<file path="src/rtl/rf_sb_pkg.sv">
// rf_sb_pkg: shared constants and the saturating counter update for the
// register-file scoreboard.
package rf_sb_pkg;

  localparam int unsigned NUM_ARCH_REGS = 15;
  localparam logic [3:0]  PC_IDX        = 4'hF;

  // Widest counter the shared update function supports.
  localparam int unsigned SB_MAXW = 8;

  typedef struct packed {
    logic [SB_MAXW-1:0] count;
    logic               err;
  } sat_res_t;

  // count + inc - dec, clamped to [0, max]; err flags any clamp.
  function automatic sat_res_t sat_update(input logic [SB_MAXW-1:0] count,
                                          input logic [1:0]         inc,
                                          input logic [1:0]         dec,
                                          input logic [SB_MAXW-1:0] max);
    logic [SB_MAXW:0] sum;
    sat_res_t         r;
    r.count = '0;
    r.err   = 1'b0;
    sum     = {1'b0, count} + (SB_MAXW+1)'(inc);
    if ((SB_MAXW+1)'(dec) > sum) begin
      r.err = 1'b1;
    end else begin
      sum = sum - (SB_MAXW+1)'(dec);
      if (sum > {1'b0, max}) begin
        r.count = max;
        r.err   = 1'b1;
      end else begin
        r.count = sum[SB_MAXW-1:0];
      end
    end
    return r;
  endfunction

endpackage

</file>
<file path="src/rtl/rf_sb_counter.sv">
// rf_sb_counter: one per-register pending-write counter with saturation,
// synchronous clear and a per-cycle protocol-error output.
module rf_sb_counter
  import rf_sb_pkg::*;
#(
  parameter int unsigned CNT_W = 2
) (
  input  logic             clk,
  input  logic             reset,
  input  logic             clr,
  input  logic [1:0]       inc,
  input  logic [1:0]       dec,
  output logic [CNT_W-1:0] count,
  output logic             err
);

  localparam logic [SB_MAXW-1:0] MAX = SB_MAXW'((1 << CNT_W) - 1);

  sat_res_t res;
  logic     unused_hi;

  // Next count and clamp detection from the shared update.
  always_comb begin
    res = sat_update(SB_MAXW'(count), inc, dec, MAX);
  end

  // Upper bits are always zero because the result is clamped to MAX.
  assign unused_hi = ^res.count[SB_MAXW-1:CNT_W];

  // A clearing cycle discards inc/dec, so it cannot report an error.
  assign err = ~clr & res.err;

  // Counter register: reset and clear both zero it.
  always_ff @(posedge clk) begin
    if (reset) begin
      count <= '0;
    end else if (clr) begin
      count <= '0;
    end else begin
      count <= res.count[CNT_W-1:0];
    end
  end

endmodule

</file>
<file path="src/rtl/rf_scoreboard.sv">
// rf_scoreboard: tracks in-flight writes to R0..R14 and stalls decode on
// RAW hazards or saturated destination counters. R15 (PC) is never tracked.
// Optional: RF_SB_WB_BYPASS_EN lets a same-cycle writeback of the last
// pending write clear a source hazard immediately.
module rf_scoreboard
  import rf_sb_pkg::*;
#(
  parameter int unsigned CNT_W = 2,
  parameter int unsigned NREG  = NUM_ARCH_REGS
) (
  input  logic            clk,
  input  logic            reset,
  input  logic            dec_valid,
  input  logic [3:0]      dec_ra1,
  input  logic [3:0]      dec_ra2,
  input  logic [3:0]      dec_ra3,
  input  logic            dec_use1,
  input  logic            dec_use2,
  input  logic            dec_use3,
  input  logic            dec_we3,
  input  logic            dec_we1,
  input  logic [3:0]      dec_wa3,
  input  logic [3:0]      dec_wa1,
  input  logic            wb_we3,
  input  logic            wb_we1,
  input  logic [3:0]      wb_wa3,
  input  logic [3:0]      wb_wa1,
  input  logic            flush,
  output logic            stall,
  output logic            issue,
  output logic [NREG-1:0] busy_vec,
  output logic            err
);

  logic [NREG-1:0] src_hz;
  logic [NREG-1:0] dst_full;
  logic [NREG-1:0] cnt_err;

  // Indices stop at NREG-1, so R15 (PC_IDX) never matches any counter.
  for (genvar g = 0; g < NREG; g++) begin : g_reg
    logic [CNT_W-1:0] cnt;
    logic             dst3, dst1, wb3, wb1, rd, full, byp;
    logic [1:0]       inc, dec;

    assign dst3 = dec_we3 & (dec_wa3 == 4'(g));
    assign dst1 = dec_we1 & (dec_wa1 == 4'(g));
    assign wb3  = wb_we3 & (wb_wa3 == 4'(g));
    assign wb1  = wb_we1 & (wb_wa1 == 4'(g));
    assign rd   = (dec_use1 & (dec_ra1 == 4'(g))) |
                  (dec_use2 & (dec_ra2 == 4'(g))) |
                  (dec_use3 & (dec_ra3 == 4'(g)));
    assign full = (cnt == '1);

`ifdef RF_SB_WB_BYPASS_EN
    assign byp = (cnt == CNT_W'(1)) & (wb3 | wb1);
`else
    assign byp = 1'b0;
`endif

    assign src_hz[g]   = rd & busy_vec[g] & ~byp;
    assign dst_full[g] = (dst3 | dst1) & full;
    assign inc         = issue ? (2'(dst3) + 2'(dst1)) : 2'b00;
    assign dec         = 2'(wb3) + 2'(wb1);
    assign busy_vec[g] = (cnt != '0);

    rf_sb_counter #(.CNT_W(CNT_W)) u_cnt (
      .clk   (clk),
      .reset (reset),
      .clr   (flush),
      .inc   (inc),
      .dec   (dec),
      .count (cnt),
      .err   (cnt_err[g])
    );
  end

  assign stall = dec_valid & ((|src_hz) | (|dst_full));
  assign issue = dec_valid & ~stall;

  // Sticky protocol-violation flag, cleared only by reset.
  always_ff @(posedge clk) begin
    if (reset) begin
      err <= 1'b0;
    end else if (|cnt_err) begin
      err <= 1'b1;
    end
  end

endmodule

</file>
<file path="config.mk">
export PLATFORM = sky130hd
export DESIGN_NAME = rf_scoreboard
export DESIGN_NICKNAME = d
export VERILOG_FILES = /design/src/rtl/rf_sb_pkg.sv /design/src/rtl/rf_sb_counter.sv /design/src/rtl/rf_scoreboard.sv
export SDC_FILE = /design/constraint.sdc
export NUM_CORES = 1
export LEC_CHECK = 0
export BUFFER_PORTS_ARGS = -buffer_cell sky130_fd_sc_hd__buf_2
export CAP_MARGIN = 5
export CELL_PAD_IN_SITES_DETAIL_PLACEMENT = 2
export CELL_PAD_IN_SITES_GLOBAL_PLACEMENT = 2
export CORE_MARGIN = 2
export CORE_UTILIZATION = 39
export CTS_CLUSTER_SIZE = 20
export DETAILED_ROUTE_END_ITERATION = 6
export MAX_ROUTING_LAYER = met4
export PLACE_DENSITY_LB_ADDON = 0.1
export SKIP_LAST_GASP = 1
export SLEW_MARGIN = 0
export SYNTH_ARGS = -nofsm -noshare
export SYNTH_HDL_FRONTEND = slang
export SYNTH_SLANG_ARGS = --single-unit
</file>
<file path="constraint.sdc">
create_clock -name clk -period 12.69 [get_ports clk]
set_input_delay 1.269 -clock clk [delete_from_list [all_inputs] [get_ports clk]]
set_output_delay 1.269 -clock clk [all_outputs]
set_load 0.03 [all_outputs]
</file>
==> results of run 1 <==
==> registers in the layout (all words and copies together) (netlist names) <==
signal and cells:
err 1, g.u_cnt.count 30
==> cell usage after synthesis, types with 6 or more instances <==
master / n
buf_2: 6
ha_1: 120
nand2_1: 101
o211ai_1: 15
o22ai_1: 11
nor2_1: 47
nor3_1: 22
nor2b_1: 41
nand2b_1: 13
fa_1: 30
a21oi_1: 34
nand3_1: 11
nand4_1: 23
o21ai_0: 22
mux2i_1: 9
or2_2: 8
nand3b_1: 10
dfxtp_1: 31
nor3_2: 10
and3_1: 6
inv_1: 132
==> cell usage in the layout, fill, tap and decap left out, drive strengths merged, types with 6 or more instances in the layout <==
| cell | netlist | final |
|---|---|---|
| a21oi | 34 | 34 |
| and3 | 6 | 6 |
| buf | 8 | 59 |
| dfxtp | 31 | 31 |
| fa | 30 | 30 |
| ha | 120 | 120 |
| inv | 132 | 132 |
| mux2i | 9 | 9 |
| nand2 | 101 | 101 |
| nand2b | 13 | 13 |
| nand3 | 11 | 11 |
| nand3b | 10 | 10 |
| nand4 | 23 | 23 |
| nor2 | 47 | 47 |
| nor2b | 42 | 42 |
| nor3 | 32 | 32 |
| o211ai | 15 | 15 |
| o21ai | 22 | 22 |
| o22ai | 11 | 11 |
| or2 | 10 | 10 |
==> worst paths after layout <==
check	to	slack, ns	startpoint	depth (start not counted)
worst min-delay path	err$_SDFFE_PP0P_	0.50	err$_SDFFE_PP0P_	2
worst max-delay path	err$_SDFFE_PP0P_	6.20	dec_we3	19
worst max register to register	err$_SDFFE_PP0P_	6.76	g_reg[14].u_cnt.count[1]$_SDFF_PP0_	16
worst min register to register	err$_SDFFE_PP0P_	0.50	err$_SDFFE_PP0P_	2
==> layout make-up <==
class,count,area (sq um)
multi-input cells,573,4460
flip-flops and latches,31,621
fillers,1680,7740
well taps,180,225
clock inverters,3,20.0
clock buffers,5,125
repair buffers,59,303
inverters,132,495
==> report_power, final <==
part	switching (mW)	internal [mW]
Combinational	0.125	0.0622
Clock	0.0505	0.0723
Sequential	0.00629	0.104
Total	0.182	0.239
==> routing by layer <==
metal | part of all wire | vias up | track usage | wire, um
met2 | 0.49 | 107 | 0.490 | 10400
li1 | - | 2592 | - | -
met4 | 0.029 | 0 | 0.0886 | 629
met5 | 0 | - | - | 0
met1 | 0.45 | 2738 | 0.352 | 9520
met3 | 0.038 | 29 | 0.0404 | 814
==> cell families after synthesis <==
| kind of cell | count (synthesis) | synth area share |
|---|---|---|
| AOI/OAI and AO/OA | 102 | 0.111 |
| buffers and inverters | 145 | 0.100 |
| DFF | 31 | 0.110 |
| adders and majority gates | 150 | 0.373 |
| and+or+nand+nor | 312 | 0.290 |
| muxes | 9 | 0.0160 |
==> worst max-delay path: cells and delay by family <==
kind	cells	cell delay, ns
AO/OA/AOI/OAI	4	0.89
buffers and inverters	2	0.16
adder cells (fa/ha/maj)	4	1.25
AND/OR/NAND/NOR	9	3.07
==> stage by stage <==
step	cell area, sq um	utilization
after detailed placement	6100	0.436
after CTS	6250	0.447
final	6250	0.447
after floorplan	5640	-
after global placement	6100	0.436
after global routing	6250	0.447
==> flow_summary.yaml, run 1 <==
floorplanning:
  start_util: 0.403
  fp-row-count: 43
  fp.dieH_um: 124
  die_w_um: 124
  die-area_sq_um: 15400
  core_area_sq_um: 14000
  io_pins: 57
routing:
  drtIter0Drc: 199
  vias_per_cell: 5.56
  drc: 0
  drt-wirelength-per-cell_um: 21.7
  routed_wirelength_mm: 21.4
  vias: 5466
  ant_nets: 0
  drt_first_pass_iters: 4
finish:
  fin_nets: 991
  drive_above_1_share: 0.116
  antenna_cells: 0
  areaGrowthSynthToFinish_pct: 10.8
  stdcell_count: 983
grt:
  grt_pass1_wl_mm: 33.8
  grt_overflow: 0
  grtUsageTotal: 0.287
  grt_max_degree: 32
  antenna_found_initial: 0
  grt_pass1_vias: 6165
placement:
  placedCellCount: 975
  pre_cts_ws_ns: 5.88
  gp_congestion: 0.942
  port_buffers: 56
  dp_hpwl_mm: 18.3
synth:
  synth_edf_count: 0
  synth_cell_types: 49
  yosysSeqAreaShare: 0.110
  synth-main-ff-cell: "dfxtp_1"
  synthesis.area_sq_um: 5640
  synth_top_area_share: 0.266
  ys_warn_count: 0
  syn_nets: 938
  yosys.area.top_type: "ha_1"
  avgSynthCellArea_sq_um: 7.53
  synth_cells: 749
  synthArstFlopShare: 0
  ys_ff_latch: 31
  yosys-top-cells-area: "ha_1 27%, dfxtp_1 11%, fa_1 11%, inv_1 8.8%, nand2_1 6.7%"
setup_path:
  critPathMostFrequentCell: "ha_1"
  path_class: "in2reg"
  start_kind: "primary input"
  path_max_fanout: 16
  cp_slowest_cell: "or4_1"
  max_stage_delay_ns: 0.90
  critPathCaptureType: "flip-flop"
  crit_path_cell_trace: "buf_2, and3_1, nand2_1, ha_1, o22ai_1, nor4_1, nand3_1, or4_1, nor3_2, ha_1, inv_1, fa_1, ha_1, nor2b_1, o211ai_1, nand4_1, or4b_2, o41ai_1, o21ai_0"
  crit_arrival_ns: 6.65
  cp.required_ns: 12.85
sta:
  setup_ws_ns: 6.20
  setup_viol: 0
  setup_tns_ns: 0
  period_share: 0.511
  slew_viol_final: 0
  final.setup_skew_ns: 0.0112
  tightest_slew_ns: 0.810
  fmax_ghz: 0.154
  layout_min_cycle_time_ns: 6.49
  rsz0062_at_grt: "no"
  finalHoldViolations: 0
  worst_hold_slack_ns: 0.501
  slew_headroom: 0.460
cts:
  ctsResizeCount: 0
  cts.sinks: 31
  post_cts_buffers: 0
  cts_root_buf: "clkbuf_16"
  clockBufferDepth: 2
  cts_hold_buffers: 0
  cts-htree-levels: 2
  cts.reportedPaths.clkPinSlew_ns: 0.06
  cts_made_buffers: 5
  cts_tree: "yes"
  clk_latency_ns: 0.29
pwr:
  p_leak_nw: 3.12
  power_mw: 0.421
  power_density_nw_per_um2: 67.4
  ir_worst_vdd_mv: 0.0401
run:
  cap_viol_max_count: 0
run_status:
  outcome: "completed"
hold_path:
  min_path_type: "reg2reg"
Note: power is estimated with default switching activity, not from simulation.
==> run 2, diff against run 1 <==
Settings changed: CORE_UTILIZATION 39 to 32.
Clock period 12.69 ns to 5.5 ns, I/O delays scaled along.
==> run 2 against run 1 <==
  * Critical endpoint unchanged
  * Global-route usage down 3.5 points
  * Largest cell class unchanged
  * Core utilization down 5.4 points
  * Critical path depth up 1
  * Highest routed layer unchanged
  * Register-to-register slack worse by 6.4 ns
==> flow_summary.yaml, run 2 (same netlist as run 1, synthesis figures left out) <==
sta:
  slew_headroom: 0.295
  layout_min_cycle_time_ns: 5.20
  setup_tns_ns: 0
  period_share: 0.945
  final.setup_skew_ns: 0.00835
  finalHoldViolations: 0
  setup_viol: 0
  tightest_slew_ns: 1.06
  rsz0062_at_grt: "no"
  worst_hold_slack_ns: 0.462
  fmax_ghz: 0.192
  slew_viol_final: 0
hold_path:
  hold_depth: 2
  min_path_type: "in2reg"
cts:
  cts_hold_buffers: 0
  post_cts_buffers: 0
  cts-htree-levels: 2
  cts_tree: "yes"
  cts_made_buffers: 5
  ctsResizeCount: 0
  cts.reportedPaths.clkPinSlew_ns: 0.06
  clk_latency_ns: 0.30
  cts_root_buf: "clkbuf_16"
  cts.sinks: 31
  clockBufferDepth: 2
grt:
  grt_pass1_wl_mm: 34.4
  grtUsageTotal: 0.252
  antenna_found_initial: 0
  grt_max_degree: 32
  grt_pass1_vias: 6284
  grt_overflow: 0
floorplanning:
  fp-row-count: 48
  io_pins: 57
  fp.dieH_um: 137
  die-area_sq_um: 18700
  core_area_sq_um: 17300
  die_w_um: 137
  start_util: 0.326
routing:
  vias_per_cell: 5.18
  vias: 5617
  drtIter0Drc: 165
  drt_first_pass_iters: 4
  ant_nets: 0
  drt-wirelength-per-cell_um: 20.2
  routed_wirelength_mm: 21.9
  drc: 0
finish:
  largest_reg_flops: 30
  fillers: 2088
  mostFrequentLayoutCell: "inv_1"
  areaGrowthSynthToFinish_pct: 20.5
  largest_registers: "g.u_cnt.count: 30 flops, err: 1 flops"
  fin_nets: 1048
  antenna_cells: 0
  final_cell_mix: "132 x inv_1, 119 x ha_1, 101 x nand2_1, 59 x buf_4, 56 x buf_2"
  regMostFlops: "g.u_cnt.count"
  drive_above_1_share: 0.184
setup_path:
  crit_arrival_ns: 5.38
  path_class: "in2reg"
  critPathCaptureType: "flip-flop"
  rr_worst_depth: 19
  cp.required_ns: 5.68
  ff2ff_setup_slack_ns: 0.34
  path_max_fanout: 9
  start_kind: "primary input"
pwr:
  power_mw: 1.04
  power_density_nw_per_um2: 153
  p_leak_nw: 3.41
  ir_worst_vdd_mv: 0.107
placement:
  gp_congestion: 0.860
  dp_hpwl_mm: 19.2
  port_buffers: 56
run:
  cap_viol_max_count: 0
run_status:
  outcome: "completed"
run 2: path summary, 6_finish.rpt:
kind                                        from          endpoint
max                                      dec_we1  err$_SDFFE_PP0P_
min                                        reset  err$_SDFFE_PP0P_
max reg2reg  g_reg[14].u_cnt.count[1]$_SDFF_PP0_  err$_SDFFE_PP0P_
min reg2reg                     err$_SDFFE_PP0P_  err$_SDFFE_PP0P_
run 2: cell type report:
class,instances,area (sq um),share of cell area
Clock buffer,8,156,0.0230
Sequential cell,31,621,0.0913
Tap cell,225,282,0.0414
Timing Repair Buffer,116,734,0.108
Inverter,132,495,0.0729
Multi-Input combinational cell,573,4510,0.663
run 2: power breakdown:
group | leakage, nW | total (mW) | internal, mW | switching [mW]
Sequential | 0.252 | 0.254 | 0.241 | 0.0137
Clock | 0.0772 | 0.314 | 0.193 | 0.121
Combinational | 3.08 | 0.473 | 0.176 | 0.297
Total | 3.41 | 1.04 | 0.610 | 0.431
run 2: per-layer routing:
| layer | wire length [um] | track usage | vias to the layer above | part of all wire |
|---|---|---|---|---|
| li1 | - | - | 2707 | - |
| met1 | 9910 | 0.314 | 2801 | 0.45 |
| met2 | 11200 | 0.448 | 89 | 0.51 |
| met3 | 589 | 0.0226 | 20 | 0.027 |
| met4 | 265 | 0.0470 | 0 | 0.012 |
| met5 | 0 | - | - | 0 |
run 2: per-stage QoR:
stage / std cells / setup WS (ns) / util / cell area, sq um
2_1_floorplan: 749 / 0.419 / - / 5640
3_3_place_gp: 1077 / -0.0426 / 0.381 / 6590
3_5_place_dp: 1077 / -0.156 / 0.381 / 6590
4_1_cts: 1085 / 0.0983 / 0.390 / 6750
5_1_grt: 1085 / 0.0231 / 0.393 / 6800
6_report: 1085 / 0.300 / 0.393 / 6800
run 2: worst max-delay path, stage by stage:
cell and delay, ns:
buf_2 0.12, and3_1 0.20, nand2_1 0.12, ha_1 0.17, o22ai_1 0.09, or4_4 0.53
or4_1 0.50, buf_6 0.17, buf_4 0.17, nor3_1 0.22, ha_1 0.19, inv_1 0.05
fa_1 0.52, ha_1 0.37, nor2b_1 0.14, o211ai_1 0.33, and4_1 0.33, nand4_1 0.15
o41ai_2 0.35, o21ai_1 0.09
